==> src/rtl/if_stage.sv <==
// Instruction fetch stage: issues single-outstanding word reads to instruction memory,
// buffers returned words in a small prefetch FIFO and presents the head to decode.
module if_stage #(
  parameter int FIFO_DEPTH = 2
) (
  input  logic        clk,
  input  logic        rst,
  input  logic        enable,
  input  logic        branch_taken,
  input  logic [5:0]  branch_offst_imm,
  output logic [15:0] instruction,
  output logic        imem_req,
  output logic [7:0]  imem_addr,
  input  logic        imem_valid,
  input  logic [15:0] imem_rdata,
  output logic [1:0]  state_dbg
);

  localparam int PW = (FIFO_DEPTH > 1) ? $clog2(FIFO_DEPTH) : 1;
  localparam int CW = $clog2(FIFO_DEPTH + 1);
  localparam logic [CW-1:0] DEPTH_C = CW'(FIFO_DEPTH);
  localparam logic [PW-1:0] LAST_C  = PW'(FIFO_DEPTH - 1);

  // Memory handshake: imem_req is a one-cycle pulse that launches a read of imem_addr;
  // the memory answers with exactly one imem_valid pulse one or more cycles later.
  typedef enum logic [1:0] {
    ST_IDLE = 2'd0,
    ST_WAIT = 2'd1,
    ST_DROP = 2'd2
  } fetch_state_e;

  fetch_state_e state_q, state_d;

  logic [7:0]    fetch_pc_q, fetch_pc_d;
  logic [7:0]    req_pc_q, req_pc_d;
  logic [7:0]    id_pc_q, id_pc_d;
  logic [CW-1:0] count_q, count_d;
  logic [PW-1:0] rd_ptr_q, rd_ptr_d;
  logic [PW-1:0] wr_ptr_q, wr_ptr_d;
  logic [7:0]    fifo_pc_q [FIFO_DEPTH];
  logic [7:0]    fifo_pc_d [FIFO_DEPTH];
  logic [15:0]   fifo_instr_q [FIFO_DEPTH];
  logic [15:0]   fifo_instr_d [FIFO_DEPTH];

  logic          push;
  logic          pop;
  logic          fifo_nonempty;
  logic [7:0]    head_pc;
  logic [15:0]   head_instr;
  logic [7:0]    branch_target;

  function automatic logic [PW-1:0] ptr_inc(input logic [PW-1:0] p);
    if (p == LAST_C) begin
      return '0;
    end
    return p + 1'b1;
  endfunction

  assign fifo_nonempty = (count_q != '0);
  assign head_pc       = fifo_pc_q[rd_ptr_q];
  assign head_instr    = fifo_instr_q[rd_ptr_q];
  assign branch_target = id_pc_q + 8'd1 + {{2{branch_offst_imm[5]}}, branch_offst_imm};
  assign pop           = enable && fifo_nonempty && !branch_taken && !rst;

  // FSM: state register
  always_ff @(posedge clk) begin
    if (rst) begin
      state_q <= ST_IDLE;
    end else begin
      state_q <= state_d;
    end
  end

  // FSM: next state; a branch while a read is in flight turns that read into a discard
  always_comb begin
    state_d = state_q;
    case (state_q)
      ST_IDLE: begin
        if (imem_req) begin
          state_d = ST_WAIT;
        end
      end
      ST_WAIT: begin
        if (imem_valid) begin
          state_d = ST_IDLE;
        end else if (branch_taken) begin
          state_d = ST_DROP;
        end
      end
      ST_DROP: begin
        if (imem_valid) begin
          state_d = ST_IDLE;
        end
      end
      default: state_d = ST_IDLE;
    endcase
  end

  // FSM: outputs
  always_comb begin
    imem_req  = (state_q == ST_IDLE) && (count_q < DEPTH_C) && !branch_taken && !rst;
    imem_addr = fetch_pc_q;
    push      = (state_q == ST_WAIT) && imem_valid && !branch_taken && !rst;
    state_dbg = state_q;
  end

  assign instruction = (fifo_nonempty && !branch_taken && !rst) ? head_instr : 16'h0000;

  // Datapath next-state: branch flushes the buffer and redirects fetch
  always_comb begin
    fetch_pc_d   = fetch_pc_q;
    req_pc_d     = req_pc_q;
    id_pc_d      = id_pc_q;
    rd_ptr_d     = rd_ptr_q;
    wr_ptr_d     = wr_ptr_q;
    count_d      = count_q;
    fifo_pc_d    = fifo_pc_q;
    fifo_instr_d = fifo_instr_q;

    if (imem_req) begin
      req_pc_d = fetch_pc_q;
    end

    if (branch_taken) begin
      fetch_pc_d = branch_target;
      rd_ptr_d   = '0;
      wr_ptr_d   = '0;
      count_d    = '0;
    end else begin
      if (imem_req) begin
        fetch_pc_d = fetch_pc_q + 8'd1;
      end
      if (push) begin
        fifo_pc_d[wr_ptr_q]    = req_pc_q;
        fifo_instr_d[wr_ptr_q] = imem_rdata;
        wr_ptr_d               = ptr_inc(wr_ptr_q);
      end
      if (pop) begin
        id_pc_d  = head_pc;
        rd_ptr_d = ptr_inc(rd_ptr_q);
      end
      case ({push, pop})
        2'b10:   count_d = count_q + 1'b1;
        2'b01:   count_d = count_q - 1'b1;
        default: count_d = count_q;
      endcase
    end
  end

  always_ff @(posedge clk) begin
    if (rst) begin
      fetch_pc_q <= 8'h00;
      req_pc_q   <= 8'h00;
      id_pc_q    <= 8'h00;
      rd_ptr_q   <= '0;
      wr_ptr_q   <= '0;
      count_q    <= '0;
    end else begin
      fetch_pc_q <= fetch_pc_d;
      req_pc_q   <= req_pc_d;
      id_pc_q    <= id_pc_d;
      rd_ptr_q   <= rd_ptr_d;
      wr_ptr_q   <= wr_ptr_d;
      count_q    <= count_d;
    end
  end

  // Buffer storage carries no reset; count and pointers qualify its contents
  always_ff @(posedge clk) begin
    fifo_pc_q    <= fifo_pc_d;
    fifo_instr_q <= fifo_instr_d;
  end

endmodule
==> config.mk <==
export PLATFORM = sky130hd
export DESIGN_NAME = if_stage
export DESIGN_NICKNAME = d
export VERILOG_FILES = /design/src/rtl/if_stage.sv
export SDC_FILE = /design/constraint.sdc
export NUM_CORES = 1
export LEC_CHECK = 0
export CAP_MARGIN = 10
export CELL_PAD_IN_SITES_DETAIL_PLACEMENT = 1
export CELL_PAD_IN_SITES_GLOBAL_PLACEMENT = 1
export CORE_AREA = 2 2 93 95
export CTS_CLUSTER_SIZE = 24
export DETAILED_ROUTE_END_ITERATION = 12
export DIE_AREA = 0 0 95 97
export PLACE_DENSITY_LB_ADDON = 0.2
export SLEW_MARGIN = 20
export SYNTH_ARGS = -nofsm -noshare
export SYNTH_HDL_FRONTEND = slang
export SYNTH_SLANG_ARGS = --single-unit
==> constraint.sdc <==
create_clock -name clk -period 2.9 [get_ports clk]
set_clock_uncertainty 0.2 [all_clocks]
set_input_delay 0.29 -clock clk [delete_from_list [all_inputs] [get_ports clk]]
set_output_delay 0.29 -clock clk [all_outputs]
set_load 0.05 [all_outputs]
Yosys cells after proc, flatten, opt, wreduce, memory -nomap -nowiden
Cells that the tools add are included.

Flip-flop bits (word level): 78. Output and inout bits: 27. Bits in latches: 0. Memories: 0. Bits in read-only memories: 0. Bits in writable memories: 0.

Div/mod/pow operators: 0. Shift-type cells: 0. Reduce and logical (&&, ||, !) cells: 22. $add $sub $neg: 7. Muxes and demuxes: 31. $mul: 0. Bitwise operators: 3. Eq/ne operators: 7. $lt $le $gt $ge: 4.

Operators with widths (count): 2-to-1 mux 16 bit (5); 2-to-1 mux 8 bit (6); bitwise mux 32 bit (1); adder 8 x 1 -> 8 bit (second input constant) (2); bitwise mux 16 bit (1); demux 16 bit (select 1 bit) (1); logical AND 1 bit (12); 2-to-1 mux 1 bit (10); adder 8 bit (1); demux 8 bit (select 1 bit) (1); 2-to-1 mux 2 bit (4); one-hot mux 2 bit (3 select lines) (1); nonzero test 2 bit (3); == test 2 x 1 -> 1 bit (second input constant) (2); == test 2 bit (second input constant) (2); greater-or-equal comparator 2 bit (second input constant) (2); inequality test 2 bit (second input constant) (2); inverter 1 -> 2 bit (2); one-hot mux 2 bit (2 select lines) (1); AND reduction 2 bit (2); inequality test 3 bit (second input constant) (1); AND reduction 3 bit (1); adder 1 bit (second input constant) (2); adder 2 x 1 -> 2 bit (second input constant) (1); 7 further kinds (8).

Longest topological paths before layout
Word-level depth: 7. Depth in mapped cells: 10.

Worst setup path after synthesis
No wires, ideal clock.

Kind: reg-to-reg. Start: register state_q[1] (netlist: state_dbg[1]). End: register fifo_instr_q[0] (netlist bit), enable pin. Clock period less this slack: 2.713 ns. Setup time: 0.405 ns. Arrival: 2.108 ns. Setup slack: 0.187 ns. Stages on the path, launching flop included: 4. Buffers on the path: 0. Path through: dfxtp_1 -> nor3_1 -> nand3_1 -> nor2_1.

Word-level cells in the longest chain between the ends: 5.

Ends and longest elaborated chain: start, declared (RTL line 32) `fetch_state_e state_q, state_d;`; start signal, assigned (RTL line 70) `state_q <= state_d;`; == test 2 x 1 -> 1 bit (RTL line 103) `push = (state_q == ST_WAIT) && imem_valid && !branch_taken && !rst;`; logical AND 1 bit (3 in a row) (RTL line 103); AND reduction 2 bit (no line); end signal, assigned (RTL line 171) `fifo_instr_q <= fifo_instr_d;`; end, declared (RTL line 42) `logic [15:0] fifo_instr_q [FIFO_DEPTH];`.

Every way passes these cells. A chain may end at the register's enable or synchronous reset.

Worst setup path after layout
Start: input branch_taken. End: output imem_req.

Word-level cells in the longest chain between the ends: 3.

Ends and longest elaborated chain: start, declared (RTL line 9) `input logic branch_taken,`; zero test 1 bit (RTL line 101) `imem_req = (state_q == ST_IDLE) && (count_q < DEPTH_C) && !branch_taken && !rst;`; logical AND 1 bit (2 in a row) (RTL line 101); end, declared (RTL line 12) `output logic imem_req,`.

Every way passes these cells.

==> impl_metrics.yaml <==
logic_synthesis:
  synth_fa_ha_area_share_pct: 3.97
  synthMuxAreaShare_pct: 7.80
  yosys.area_share.simple_pct: 11.5
  ys_seq_elements: 78
  ys.flop_type: "edfxtp_1"
  synth_edf_count: 48
  yosysWarnings: 0
  synth-xor-area-share_pct: 3.41
  ys_seq_area_share_pct: 61.2
  synth-compound-area-share_pct: 8.89
  netlist_area_sq_um: 3340
  async_flop_share_pct: 0
  ys_types: 38
  syn_nets: 311
  synth_top_family_by_area: "simple AND/OR/NAND/NOR gates"
  syn_avg_cell_area_sq_um: 12.2
  syn_inst: 274
hold_path:
  hp-start: "req_pc_q[7]"
  holdPathEnd: "fifo_pc_q[15]"
  hold_depth: 0
  holdCritPathClass: "reg -> reg"
detailed_routing:
  drt-total-wl_mm: 7.08
  antenna_left: 0
  vias: 2195
  wl_per_cell_um: 15.8
  drt-pass1-iter-count: 4
  drc: 0
  drt-initial-drc-count: 42
  vias_per_cell: 4.91
placed_design:
  placed_cell_area_sq_um: 4190
  gp_congestion: 0.705
  placedCellCount: 431
  io_buffers: 53
  dp_hpwl_mm: 5.12
global_route:
  grt_pass1_wl_mm: 11.8
  grt_max_degree: 24
  antenna_found_initial: 0
  track_usage_pct: 16.7
  grt_pass1_vias: 2389
  gr-total-overflow: 0
clock_network:
  cts_resized: 0
  cts_max_path_buffers: 2
  cts-buffers-inserted: 9
  clock_latency_ps: 340
  clk_pin_slew_ps: 70
  cts_hold_buf: 0
  htreeDepth: 3
  cts_tree: "done"
  root_buffer: "clkbuf_8"
  cts_setup_buffers: 0
  clock_sinks: 78
setup_path:
  r2r-end: "imem_addr[6]"
  required_ps: 2410
  crit_fanout: 10
  end_kind: "output port"
  regToRegSetupSlack_ps: 720
  reg2reg_depth: 8
  reg2reg_from: "id_pc_q[0]"
  cp_data_arrival_time_ps: 1810
  worst_setup_path_start_kind: "primary input"
  path_class: "in -> out"
power_and_ir_drop:
  total_leakage_power_nw: 1.55
  power_mw: 2.34
  switchingPower_mw: 0.505
  power_frac_seq_pct: 51.4
  pwr-share-comb_pct: 7.9
  ir_worst_vdd_v: 0.000311
  swShare_pct: 21.5
  intPower_mw: 1.84
  p_per_area_nw_per_um2: 529
  power.share.clock_pct: 40.7
flow_run:
  cap_violations: 0
sta:
  final-setup-viol-count: 0
  tns_ps: 0
  max-slew-margin-rel_pct: 63.0
  slew_viol_final: 0
  fin_crit_ps: 2300
  timing.hold.ws_ps: 258
  rsz0062_at_grt: "no"
  final_hold_viol_count: 0
  clock.fmax_mhz: 435
  period_share_pct: 79.3
  tightest_slew_ps: 554
cells_and_area:
  syn_to_final_growth_pct: 32.7
  antennaDiodeCount: 0
  final_area_sq_um: 4430
  nNetsFinal: 374
  nFillCells: 825
  final_cells: 447
  drive_above_1_share_pct: 15.2
floorplanning:
  coreArea_sq_um: 8130
  die_x_um: 95
  ioPinCount: 54
  die_y_um: 97
  initial_utilization_pct: 41.0
  rows: 33
  die_area_sq_um: 9220
outcome:
  status: "finished clean"
## flip-flops by register name, indices dropped and copies added, names as in the netlist
signal / cells
count_q: 2
fifo_instr_q: 32
fifo_pc_q: 16
id_pc_q: 8
imem_addr: 8
rd_ptr_q: 1
req_pc_q: 8
state_dbg: 2
wr_ptr_q: 1
## per-layer routing
metal,track usage (%),up-vias,routed length [um]
met3,3.19,8,244
met1,20.5,1046,3070
met2,29.4,31,3690
met5,0,-,0
li1,-,1110,-
met4,5.02,0,74
## layout make-up
class	instances	area, sq um	share of cell area (%)
Clock buffer	9	124	2.80
Tap cell	105	131	2.97
Sequential cell	78	2040	46.1
Inverter	8	30.0	0.678
Clock inverter	7	113	2.54
Timing Repair Buffer	64	796	18.0
Multi-Input combinational cell	176	1190	26.9
## worst max-delay path, stage by stage
cell	delay (ps)
clkdlybuf4s50_1	430
nor3_1	310
nand2_1	140
inv_1	260
buf_4	220
buf_12	140
## cell families after synthesis
kind of cell	Yosys count
simple gates	84
flops	78
compound gates	43
mux	26
buf+inv	20
xor+xnor	13
fa+ha+maj	10
## worst max-delay path by stage
stage / from / endpoint / slack (ps)
finish: branch_taken / imem_req / 600
global route: branch_taken / count_q[1] / 450
CTS: branch_taken / imem_req / 560
detailed placement: branch_taken / count_q[1] / 230
global placement: branch_taken / count_q[1] / 280
floorplan: state_dbg[1] / fifo_instr_q[0] / 190
## metrics by stage
step,util (%),setup slack (ps)
floorplan,-,187
global placement,51.5,277
detailed placement,51.5,229
CTS,54.4,563
global route,54.4,452
finish,54.4,601
## placed cells by master (no fill, tap or decap), drive strengths merged, types with 9 or more instances in the layout
cell type / n
edfxtp: 48
buf: 28
dfxtp: 30
mux2i: 26
nor2: 41
a211oi: 12
ha: 9
clkdlybuf4s50: 36
nand2: 19
clkbuf: 9
a21oi: 13
## power by group through the flow
| stage | registers, mW | clock network [mW] | logic [mW] |
|---|---|---|---|
| after global routing | 1.21 | 1.01 | 0.200 |
| after detailed placement | 1.23 | 0 | 0.185 |
| after CTS | 1.21 | 0.979 | 0.187 |
| after floorplan | 1.26 | 0 | 0.0696 |
| final | 1.21 | 0.954 | 0.184 |
| after global placement | 1.23 | 0 | 0.181 |
## cells in the mapped netlist (all sizes together), types with 5 or more instances
master	number	area [sq um]
nand2	19	71.3
buf	8	62.6
xor2	8	70.1
mux2i	26	260
xnor2	5	43.8
dfxtp	30	601
edfxtp	48	1440
nor2	41	170
a211oi	12	90.1
nand3	5	25.0
nand2b	5	31.3
o22ai	5	31.3
a21oi	13	65.1
ha	9	113
inv	8	30.0
(Power assumes the default switching activity.)
